**config.mk**
```make
export PLATFORM = sky130hd
export DESIGN_NAME = fifo_ctrl
export DESIGN_NICKNAME = d
export VERILOG_FILES = /design/src/rtl/fifo_ctrl_pkg.sv /design/src/rtl/fifo_flags.sv /design/src/rtl/fifo_ctrl.sv
export SDC_FILE = /design/constraint.sdc
export NUM_CORES = 1
export LEC_CHECK = 0
export BUFFER_PORTS_ARGS = -buffer_cell sky130_fd_sc_hd__buf_4
export CORE_MARGIN = 5
export CORE_UTILIZATION = 53
export CTS_CLUSTER_SIZE = 8
export DETAILED_ROUTE_END_ITERATION = 6
export PLACE_DENSITY = 0.78
export SLEW_MARGIN = 30
export SYNTH_ARGS = -nofsm -noshare
export SYNTH_HDL_FRONTEND = slang
export SYNTH_SLANG_ARGS = --single-unit
```
**constraint.sdc**
```tcl
create_clock -name clk -period 4.2 [get_ports clk]
set_clock_uncertainty 0.15 [all_clocks]
set_input_delay 1.05 -clock clk [delete_from_list [all_inputs] [get_ports clk]]
set_output_delay 1.05 -clock clk [all_outputs]
set_load 0.005 [all_outputs]
```
**src/rtl/fifo_ctrl_pkg.sv**
```systemverilog
// Shared definitions for the FIFO controller family: FSM state codes,
// RAM operation codes and a helper that packs the RAM operation.
package fifo_ctrl_pkg;

    // Controller FSM states
    typedef enum logic [2:0] {
        S_RESET  = 3'd0,
        S_INIT   = 3'd1,
        S_IDLE   = 3'd2,
        S_ACTIVE = 3'd3,
        S_ERROR  = 3'd4
    } fsm_state_e;

    // RAM operation codes: bit0 = write, bit1 = read
    localparam logic [1:0] RAM_IDLE = 2'b00;
    localparam logic [1:0] RAM_WR   = 2'b01;
    localparam logic [1:0] RAM_RD   = 2'b10;
    localparam logic [1:0] RAM_WRRD = 2'b11;

    // Build the RAM operation code from the accepted read/write strobes
    function automatic logic [1:0] ram_op(input logic rd, input logic wr);
        logic [1:0] op;
        case ({rd, wr})
            2'b01:   op = RAM_WR;
            2'b10:   op = RAM_RD;
            2'b11:   op = RAM_WRRD;
            default: op = RAM_IDLE;
        endcase
        return op;
    endfunction

endpackage

```
**src/rtl/fifo_flags.sv**
```systemverilog
// Occupancy flag generator shared by the FIFO controllers.
// Flags are registered from the occupancy and thresholds that the owning
// controller is about to load, so they line up with the registered count.
module fifo_flags
    import fifo_ctrl_pkg::*;
#(
    parameter int ADDR_SIZE = 3,
    parameter int RAM_DEPTH = 8
) (
    input  logic                 clk,
    input  logic                 reset_L,
    input  logic [ADDR_SIZE:0]   count_nxt,
    input  logic [ADDR_SIZE:0]   afull_thr_nxt,
    input  logic [ADDR_SIZE:0]   aempty_thr_nxt,
    output logic                 full,
    output logic                 empty,
    output logic                 almost_full,
    output logic                 almost_empty
);

    localparam logic [ADDR_SIZE:0] DEPTH_C = (ADDR_SIZE + 1)'(RAM_DEPTH);
    localparam logic [ADDR_SIZE:0] ZERO_C  = '0;

    logic full_r;
    logic empty_r;
    logic almost_full_r;
    logic almost_empty_r;

    // Register the flags from the next occupancy value
    always_ff @(posedge clk or negedge reset_L) begin
        if (!reset_L) begin
            full_r         <= 1'b0;
            empty_r        <= 1'b1;
            almost_full_r  <= 1'b0;
            almost_empty_r <= 1'b1;
        end else begin
            full_r         <= (count_nxt == DEPTH_C);
            empty_r        <= (count_nxt == ZERO_C);
            almost_full_r  <= (count_nxt >= afull_thr_nxt);
            almost_empty_r <= (count_nxt <= aempty_thr_nxt);
        end
    end

    assign full         = full_r;
    assign empty        = empty_r;
    assign almost_full  = almost_full_r;
    assign almost_empty = almost_empty_r;

endmodule

```
**src/rtl/fifo_ctrl.sv**
```systemverilog
// FIFO controller for the 8x4 RAM: converts push/pop requests into RAM
// addresses and operation codes, tracks occupancy and reports flags.
// Build option FIFO_CTRL_ERR_STICKY_EN: an illegal operation latches error
// and parks the FSM in S_ERROR until init; otherwise error is a one-cycle
// pulse and traffic continues.
module fifo_ctrl
    import fifo_ctrl_pkg::*;
#(
    parameter int DATA_WIDTH = 4,
    parameter int ADDR_SIZE  = 3,
    parameter int RAM_DEPTH  = 2 ** ADDR_SIZE
) (
    input  logic                 clk,
    input  logic                 reset_L,
    input  logic                 init,
    input  logic [ADDR_SIZE:0]   afull_thr,
    input  logic [ADDR_SIZE:0]   aempty_thr,
    input  logic                 push,
    input  logic                 pop,
    output logic                 enable,
    output logic [1:0]           state,
    output logic [ADDR_SIZE-1:0] addr_in,
    output logic [ADDR_SIZE-1:0] addr_out,
    output logic [ADDR_SIZE:0]   count,
    output logic                 full,
    output logic                 empty,
    output logic                 almost_full,
    output logic                 almost_empty,
    output logic                 error,
    output logic                 valid_out
);

    localparam logic [ADDR_SIZE:0] AFULL_RST_C  = (ADDR_SIZE + 1)'(RAM_DEPTH - 1);
    localparam logic [ADDR_SIZE:0] AEMPTY_RST_C = (ADDR_SIZE + 1)'(1);
    localparam logic [ADDR_SIZE:0] ZERO_CNT_C   = '0;

    // The word width only describes the attached RAM; reject nonsense values
    if (DATA_WIDTH < 1) begin : g_bad_cfg
        $error("fifo_ctrl: DATA_WIDTH must be at least 1");
    end

    fsm_state_e           fsm_r;
    fsm_state_e           fsm_nxt_s;
    logic [ADDR_SIZE-1:0] wr_ptr_r;
    logic [ADDR_SIZE-1:0] rd_ptr_r;
    logic [ADDR_SIZE-1:0] wr_ptr_nxt_s;
    logic [ADDR_SIZE-1:0] rd_ptr_nxt_s;
    logic [ADDR_SIZE:0]   count_r;
    logic [ADDR_SIZE:0]   count_nxt_s;
    logic [ADDR_SIZE:0]   afull_thr_r;
    logic [ADDR_SIZE:0]   aempty_thr_r;
    logic [ADDR_SIZE:0]   afull_thr_nxt_s;
    logic [ADDR_SIZE:0]   aempty_thr_nxt_s;
    logic                 traffic_en_s;
    logic                 flush_s;
    logic                 push_ok_s;
    logic                 pop_ok_s;
    logic                 illegal_s;
    logic                 error_r;
    logic                 error_nxt_s;
    logic                 valid_r;
    logic                 enable_r;
    logic                 full_s;
    logic                 empty_s;

    // Qualify requests: traffic only in IDLE/ACTIVE and never during a flush
    always_comb begin
        traffic_en_s = ((fsm_r == S_IDLE) || (fsm_r == S_ACTIVE)) && !init;
        flush_s      = init && (fsm_r != S_RESET);
        push_ok_s    = traffic_en_s && push && (!full_s || pop);
        pop_ok_s     = traffic_en_s && pop && !empty_s;
        illegal_s    = traffic_en_s && ((push && full_s && !pop) || (pop && empty_s));
    end

    // Next pointers, occupancy and thresholds; a flush clears and reloads
    always_comb begin
        wr_ptr_nxt_s     = wr_ptr_r;
        rd_ptr_nxt_s     = rd_ptr_r;
        count_nxt_s      = count_r;
        afull_thr_nxt_s  = afull_thr_r;
        aempty_thr_nxt_s = aempty_thr_r;
        if (flush_s) begin
            wr_ptr_nxt_s     = '0;
            rd_ptr_nxt_s     = '0;
            count_nxt_s      = '0;
            afull_thr_nxt_s  = afull_thr;
            aempty_thr_nxt_s = aempty_thr;
        end else begin
            wr_ptr_nxt_s = wr_ptr_r + {{(ADDR_SIZE-1){1'b0}}, push_ok_s};
            rd_ptr_nxt_s = rd_ptr_r + {{(ADDR_SIZE-1){1'b0}}, pop_ok_s};
            count_nxt_s  = count_r + {{ADDR_SIZE{1'b0}}, push_ok_s}
                                   - {{ADDR_SIZE{1'b0}}, pop_ok_s};
        end
    end

    // FSM next-state: init always flushes, emptiness selects IDLE vs ACTIVE
    always_comb begin
        fsm_nxt_s = fsm_r;
        case (fsm_r)
            S_RESET: begin
                fsm_nxt_s = S_INIT;
            end
            S_INIT: begin
                if (init) begin
                    fsm_nxt_s = S_INIT;
                end else begin
                    fsm_nxt_s = S_IDLE;
                end
            end
            S_IDLE, S_ACTIVE: begin
                if (init) begin
                    fsm_nxt_s = S_INIT;
`ifdef FIFO_CTRL_ERR_STICKY_EN
                end else if (illegal_s) begin
                    fsm_nxt_s = S_ERROR;
`endif
                end else if (count_nxt_s == ZERO_CNT_C) begin
                    fsm_nxt_s = S_IDLE;
                end else begin
                    fsm_nxt_s = S_ACTIVE;
                end
            end
            S_ERROR: begin
                if (init) begin
                    fsm_nxt_s = S_INIT;
                end else begin
                    fsm_nxt_s = S_ERROR;
                end
            end
            default: begin
                fsm_nxt_s = S_RESET;
            end
        endcase
    end

    // Error reporting: latched until init, or a single-cycle pulse
    always_comb begin
`ifdef FIFO_CTRL_ERR_STICKY_EN
        error_nxt_s = illegal_s || (error_r && !init);
`else
        error_nxt_s = illegal_s;
`endif
    end

    // Controller state registers
    always_ff @(posedge clk or negedge reset_L) begin
        if (!reset_L) begin
            fsm_r        <= S_RESET;
            wr_ptr_r     <= '0;
            rd_ptr_r     <= '0;
            count_r      <= '0;
            afull_thr_r  <= AFULL_RST_C;
            aempty_thr_r <= AEMPTY_RST_C;
            error_r      <= 1'b0;
            valid_r      <= 1'b0;
            enable_r     <= 1'b0;
        end else begin
            fsm_r        <= fsm_nxt_s;
            wr_ptr_r     <= wr_ptr_nxt_s;
            rd_ptr_r     <= rd_ptr_nxt_s;
            count_r      <= count_nxt_s;
            afull_thr_r  <= afull_thr_nxt_s;
            aempty_thr_r <= aempty_thr_nxt_s;
            error_r      <= error_nxt_s;
            valid_r      <= pop_ok_s;
            enable_r     <= (fsm_nxt_s != S_RESET);
        end
    end

    fifo_flags #(
        .ADDR_SIZE (ADDR_SIZE),
        .RAM_DEPTH (RAM_DEPTH)
    ) u_flags (
        .clk            (clk),
        .reset_L        (reset_L),
        .count_nxt      (count_nxt_s),
        .afull_thr_nxt  (afull_thr_nxt_s),
        .aempty_thr_nxt (aempty_thr_nxt_s),
        .full           (full_s),
        .empty          (empty_s),
        .almost_full    (almost_full),
        .almost_empty   (almost_empty)
    );

    assign enable    = enable_r;
    assign state     = ram_op(pop_ok_s, push_ok_s);
    assign addr_in   = wr_ptr_r;
    assign addr_out  = rd_ptr_r;
    assign count     = count_r;
    assign full      = full_s;
    assign empty     = empty_s;
    assign error     = error_r;
    assign valid_out = valid_r;

endmodule

```
* Word level (Yosys, flattened, before mapping)
Cells that the tools add are included.
** Word-level totals
- Logic and storage cells :: 60
- Bits of input ports :: 13
- Flip-flop bits (word level) :: 28
** Operators by class
- Reductions and logical operators :: 22
- Multiplexer cells :: 11
- Eq/ne operators :: 8
- Add/sub/neg operators :: 4
- Magnitude comparators :: 2
** Operators with widths (number)
- $mux W4 :: 3
- $pmux W3 S4 :: 1
- $logic_and A1 B1 Y1 :: 10
- $mux W3 :: 3
- $add A3 B1 Y3 :: 2
- $eq A3 B2 Y1 const B :: 2
- $pmux W2 S3 :: 1
- $reduce_bool A3 Y1 :: 2
- $add A4 B1 Y4 :: 1
- $eq A2 B2 Y1 const B :: 2
- $eq A4 B4 Y1 const B :: 1
- $ge A4 B4 Y1 :: 1
- $le A4 B4 Y1 :: 1
- $logic_not A1 Y1 :: 4
- $logic_not A4 Y1 :: 1
- $mux W2 :: 2
- $sub A4 B1 Y4 :: 1
- $eq A3 B1 Y1 const B :: 1
- $eq A3 B3 Y1 const B :: 1
- $logic_not A3 Y1 :: 1
- $logic_or A1 B1 Y1 :: 3
- $eq A2 B1 Y1 const B :: 1
- $reduce_or A2 Y1 :: 1
- $mux W1 :: 1

* Logic depth before layout (Yosys ltp)
- Depth in word-level cells :: 13
- Gate-level depth with buffers :: 15
- Mapped depth without buffers :: 15

* Modules after synthesis
Synthesis repeated with hierarchy kept, for this count alone.
** Second synthesis, totals
- Cell total of the unflattened synthesis :: 143
- Area, all modules :: 1456.4 um2
** By module, submodules not included
- fifo_ctrl :: area each 1143.6 um2, times used 1, cells each 110, sequential area each 605.6 um2
- fifo_flags :: area each 312.8 um2, times used 1, cells each 33, sequential area each 102.6 um2

* Least setup slack after synthesis
No wires, ideal clock.
- Path type :: input-to-reg
- Start :: input init
- End :: register u_flags.almost_empty_r, in the netlist u_flags.almost_empty
- Data arrival time :: 3385 ps
- Data required time :: 3971 ps
- Path slack :: 586 ps
- Stages on the path :: 15
- Cell sequence :: nor2_1 > and2_2 > nand3_1 > inv_1 > ha_1 > inv_1 > ha_1 > inv_1 > fa_1 > nor2_1 > ha_1 > nor2b_1 > o21a_1 > o21a_1 > o21ai_0
** On the way
- Word-level cells in the longest chain between the ends :: 8
** Ends and longest elaborated chain
- from (decl) :: line fifo_ctrl.sv:15 : input logic init,
- $logic_not A1 Y1 :: line fifo_ctrl.sv:68 : traffic_en_s = ((fsm_r == S_IDLE) || (fsm_r == S_ACTIVE)) && !init;
- $logic_and A1 B1 Y1 :: line fifo_ctrl.sv:68
- $logic_and A1 B1 Y1 (2 in series) :: line fifo_ctrl.sv:70 : push_ok_s = traffic_en_s && push && (!full_s || pop);
- $add A4 B1 Y4 :: line fifo_ctrl.sv:91 : count_nxt_s = count_r + {{ADDR_SIZE{1'b0}}, push_ok_s}
- $sub A4 B1 Y4 :: line fifo_ctrl.sv:92 : - {{ADDR_SIZE{1'b0}}, pop_ok_s};
- $mux W4 (*) :: line fifo_ctrl.sv:82 : if (flush_s) begin
- via count_nxt_s[1] :: line fifo_ctrl.sv:49 : logic [ADDR_SIZE:0] count_nxt_s;
- $le A4 B4 Y1 (*) :: line fifo_flags.sv:40 : almost_empty_r <= (count_nxt <= aempty_thr_nxt);
- to (signal assigned) :: line fifo_flags.sv:40
- to (decl) :: line fifo_flags.sv:27 : logic almost_empty_r;
Mark *: on every way through the listed nets, which the timed path passes. The rest lies on a longest branch.

* Final worst setup path
Ends and elaborated chain as after synthesis.

==> reports/qor.csv <==
stage;metric;value;unit
run_status;status;complete, no violations;
synth;synthesis.nets;162;
worst_hold_path;worstHoldPathType;reg2reg;
grt;globalRoute.totalOverflow;0;
timing;fin_hold_ws;355;ps
detailed_routing;avg_wl_per_cell;13.7;µm
cts;root_buffer;sky130_fd_sc_hd__clkbuf_4;
timing;setup_violations;0;
critical_path;endpoint_type_of_the_worst_setup_path;flop;
power_and_ir_drop;total_power;905;µW
timing;maxSlewHeadroom;0.714;
timing;rsz0062_at_grt;false;
cts;cts-root-to-sink-buffers;2;
placement;io_buffer_count;31;
critical_path;timing.critical_path.from_type;primary input;
cts;postCtsSetupBuffers;0;
critical_path;critical_path_class;in2reg;
grt;maximum_number_of_pins_on_one_net_before_global_route_repair;29;
worst_hold_path;worstHoldPathCells;2;
layout;flow.area_growth_from_synthesis;19.4;%
power_and_ir_drop;powerDensity;524;nW/µm²
timing;min_period_over_period;0.860;
detailed_routing;drt_wl_total;2650;µm
cts;clkLatencyLatePin;330;ps
floorplan;floorplan.die.width;62.3;µm
critical_path;cp.required;4320;ps
cts;cts-htree-levels;1;
grt;antenna_found_initial;0;
cts;cts_repair_resize_count;0;
detailed_routing;drc;0;
synth;postSynthRegisterBits;28;
layout;filler_cell_count;218;
flow_run;drv.max_cap_violation_count;0;
grt;grt_first_pass_wirelength;4770;µm
floorplan;std_cell_rows;19;
floorplan;chipHeight;62.3;µm
placement;dp_hpwl;2060;µm
detailed_routing;residual_antenna_violating_net_count_after_detailed_routing;0;
placement;gp_routability_congestion;0.857;
floorplan;num_io_pins;32;
power_and_ir_drop;vdd_drop_max;0.399;mV
critical_path;critical_path_peak_fanout;6;
critical_path;timing.reg2reg.worst_path_depth;15;
floorplan;start_util;0.539;
cts;sinks_on_the_clock_net;28;
synth;synthesis.area_per_instance;11.1;µm²
synth;synth_warnings;0;
timing;postLayoutSetupSlackWorst;588;ps
synth;synth.distinct_cells;29;
layout;layout.cells.non_filler;194;
timing;final_number_of_hold_violating_endpoints;0;
layout;finalNetCount;196;
detailed_routing;met1Wirelength;1100;µm
layout;insertedDiodeCount;0;
grt;first_global_vias;1050;
layout;drive_gt1_frac;0.307;
floorplan;die_area;3880;µm²
detailed_routing;post_drt_via_cell_ratio;5.09;
cts;hold_buffers;0;
timing;final_slew_viol_count;0;
synth;post_synthesis_sequential_area_ratio;0.489;
detailed_routing;via_count;987;
detailed_routing;met3WireLength;126;µm
placement;post-place-cells;190;
detailed_routing;route.met2.wl;1380;µm
power_and_ir_drop;cellLeakagePower;0.000967;µW
timing;period_needed;3610;ps
placement;place_worst_setup_slack;211;ps
cts;cts_tree;done;
cts;cts_inserted_buffers;3;
timing;timing_worst_slew_pin_value;429;ps
grt;groute.usage.overall;0.152;
detailed_routing;initialDrtViolationCount;20;
detailed_routing;drt_pre_antenna_iters;4;
critical_path;worst_ep_arrival;3730;ps
timing;timing.setup.tns;0;ps
synth;synthCells;130;
timing;achievable-frequency;0.277;GHz
floorplan;floorplan.core_area;2690;µm²
cts;clkTransAtPathRegs;150;ps
detailed_routing;topRoutingLayerUsed;met4;
synth;syn-cell-area;1450;µm²
[synthesized netlist by cell type, drive strengths merged]
cell    instances  area share
dfstp           6        0.11
nor3            4       0.017
and3            1      0.0043
o21a            2       0.010
nor2           12       0.033
xnor2           3       0.018
o21ai           4       0.014
and2            5       0.026
ha             18        0.16
fa              1       0.014
or2             1      0.0043
a21oi           3       0.010
nand3b          1      0.0052
a21o            4       0.021
nand2b          3       0.018
nand2           9       0.023
nor2b           1      0.0043
nand3           2      0.0069
nand4           1      0.0043
a41o            1      0.0069
mux2i           6       0.041
xor2            2       0.012
inv            16       0.041
buf             2       0.019
dfrtp          22        0.38
[path summary, 6_finish.rpt]
path	start	endpoint	slack, ps
max in group asynchronous	reset_L	u_flags.empty	3130
min	afull_thr_r[0]	afull_thr_r[0]	350
min reg2reg	afull_thr_r[0]	afull_thr_r[0]	350
max	init	u_flags.almost_empty	590
max reg2reg	fsm_r[2]	u_flags.almost_empty	930
min in group asynchronous	reset_L	addr_out[1]	450
[cells in the final DEF, fill, tap and decap left out, drive strengths merged]
cell	count
buf	31
dfrtp	22
ha	18
inv	16
nor2	12
nand2	9
mux2i	6
dfstp	6
and2	5
a21o	4
o21ai	4
nor3	4
clkbuf	4
a21oi	3
xnor2	3
nand2b	3
nand3	2
xor2	2
o21a	2
nand3b	1
or2	1
and3	1
nor2b	1
nand4	1
a41o	1
fa	1
[layout make-up]
class | instances | area (µm²) | share of cell area
sequential | 28 | 708 | 0.410
inverter | 16 | 60.1 | 0.0348
timing repair buffer | 31 | 233 | 0.135
tap | 31 | 38.8 | 0.0224
clock buffer | 4 | 36.3 | 0.0210
multi-input combinational | 84 | 652 | 0.377
[stage by stage]
stage,utilization,cell area (µm²)
after global placement,0.630,1690
after global routing,0.643,1730
after floorplan,-,1450
final,0.643,1730
after detailed placement,0.630,1690
after CTS,0.643,1730
[sequential cells by signal, indices dropped and copies added, names as in the netlist]
signal and flops:
addr_in 3, addr_out 3, aempty_thr_r 4, afull_thr_r 4, count 4, enable 1, error 1, fsm_r 3
u_flags.almost_empty 1, u_flags.almost_full 1, u_flags.empty 1, u_flags.full 1, valid_out 1
[worst max-delay path, stage by stage]
cell,delay [ps]
sky130_fd_sc_hd__buf_4,140
sky130_fd_sc_hd__nor2_1,110
sky130_fd_sc_hd__and2_2,160
sky130_fd_sc_hd__nand3_1,100
sky130_fd_sc_hd__inv_1,110
sky130_fd_sc_hd__ha_1,230
sky130_fd_sc_hd__inv_1,60
sky130_fd_sc_hd__ha_1,150
sky130_fd_sc_hd__inv_1,60
sky130_fd_sc_hd__fa_1,490
sky130_fd_sc_hd__nor2_1,200
sky130_fd_sc_hd__ha_1,270
sky130_fd_sc_hd__nor2b_1,130
sky130_fd_sc_hd__o21a_1,170
sky130_fd_sc_hd__o21a_1,160
sky130_fd_sc_hd__o21ai_0,150
[cell families after synthesis]
kind of cell	count (synthesis)	share of synthesized area
compound gates	14	0.0622
xor+xnor	5	0.0303
simple gates	40	0.147
fa+ha+maj	19	0.169
buf+inv	18	0.0605
mux	6	0.0415
flops	28	0.489
[routing by layer]
metal	up-vias	GRT usage
li1	494	-
met1	467	0.176
met2	22	0.277
met3	4	0.0288
met4	0	0.0477
met5	-	0
[where the power goes]
part           switching [µW]  internal (µW)
Combinational             196            190
Clock                    81.4           53.1
Sequential               38.0            346
Note: power is estimated with default switching activity, not from simulation.
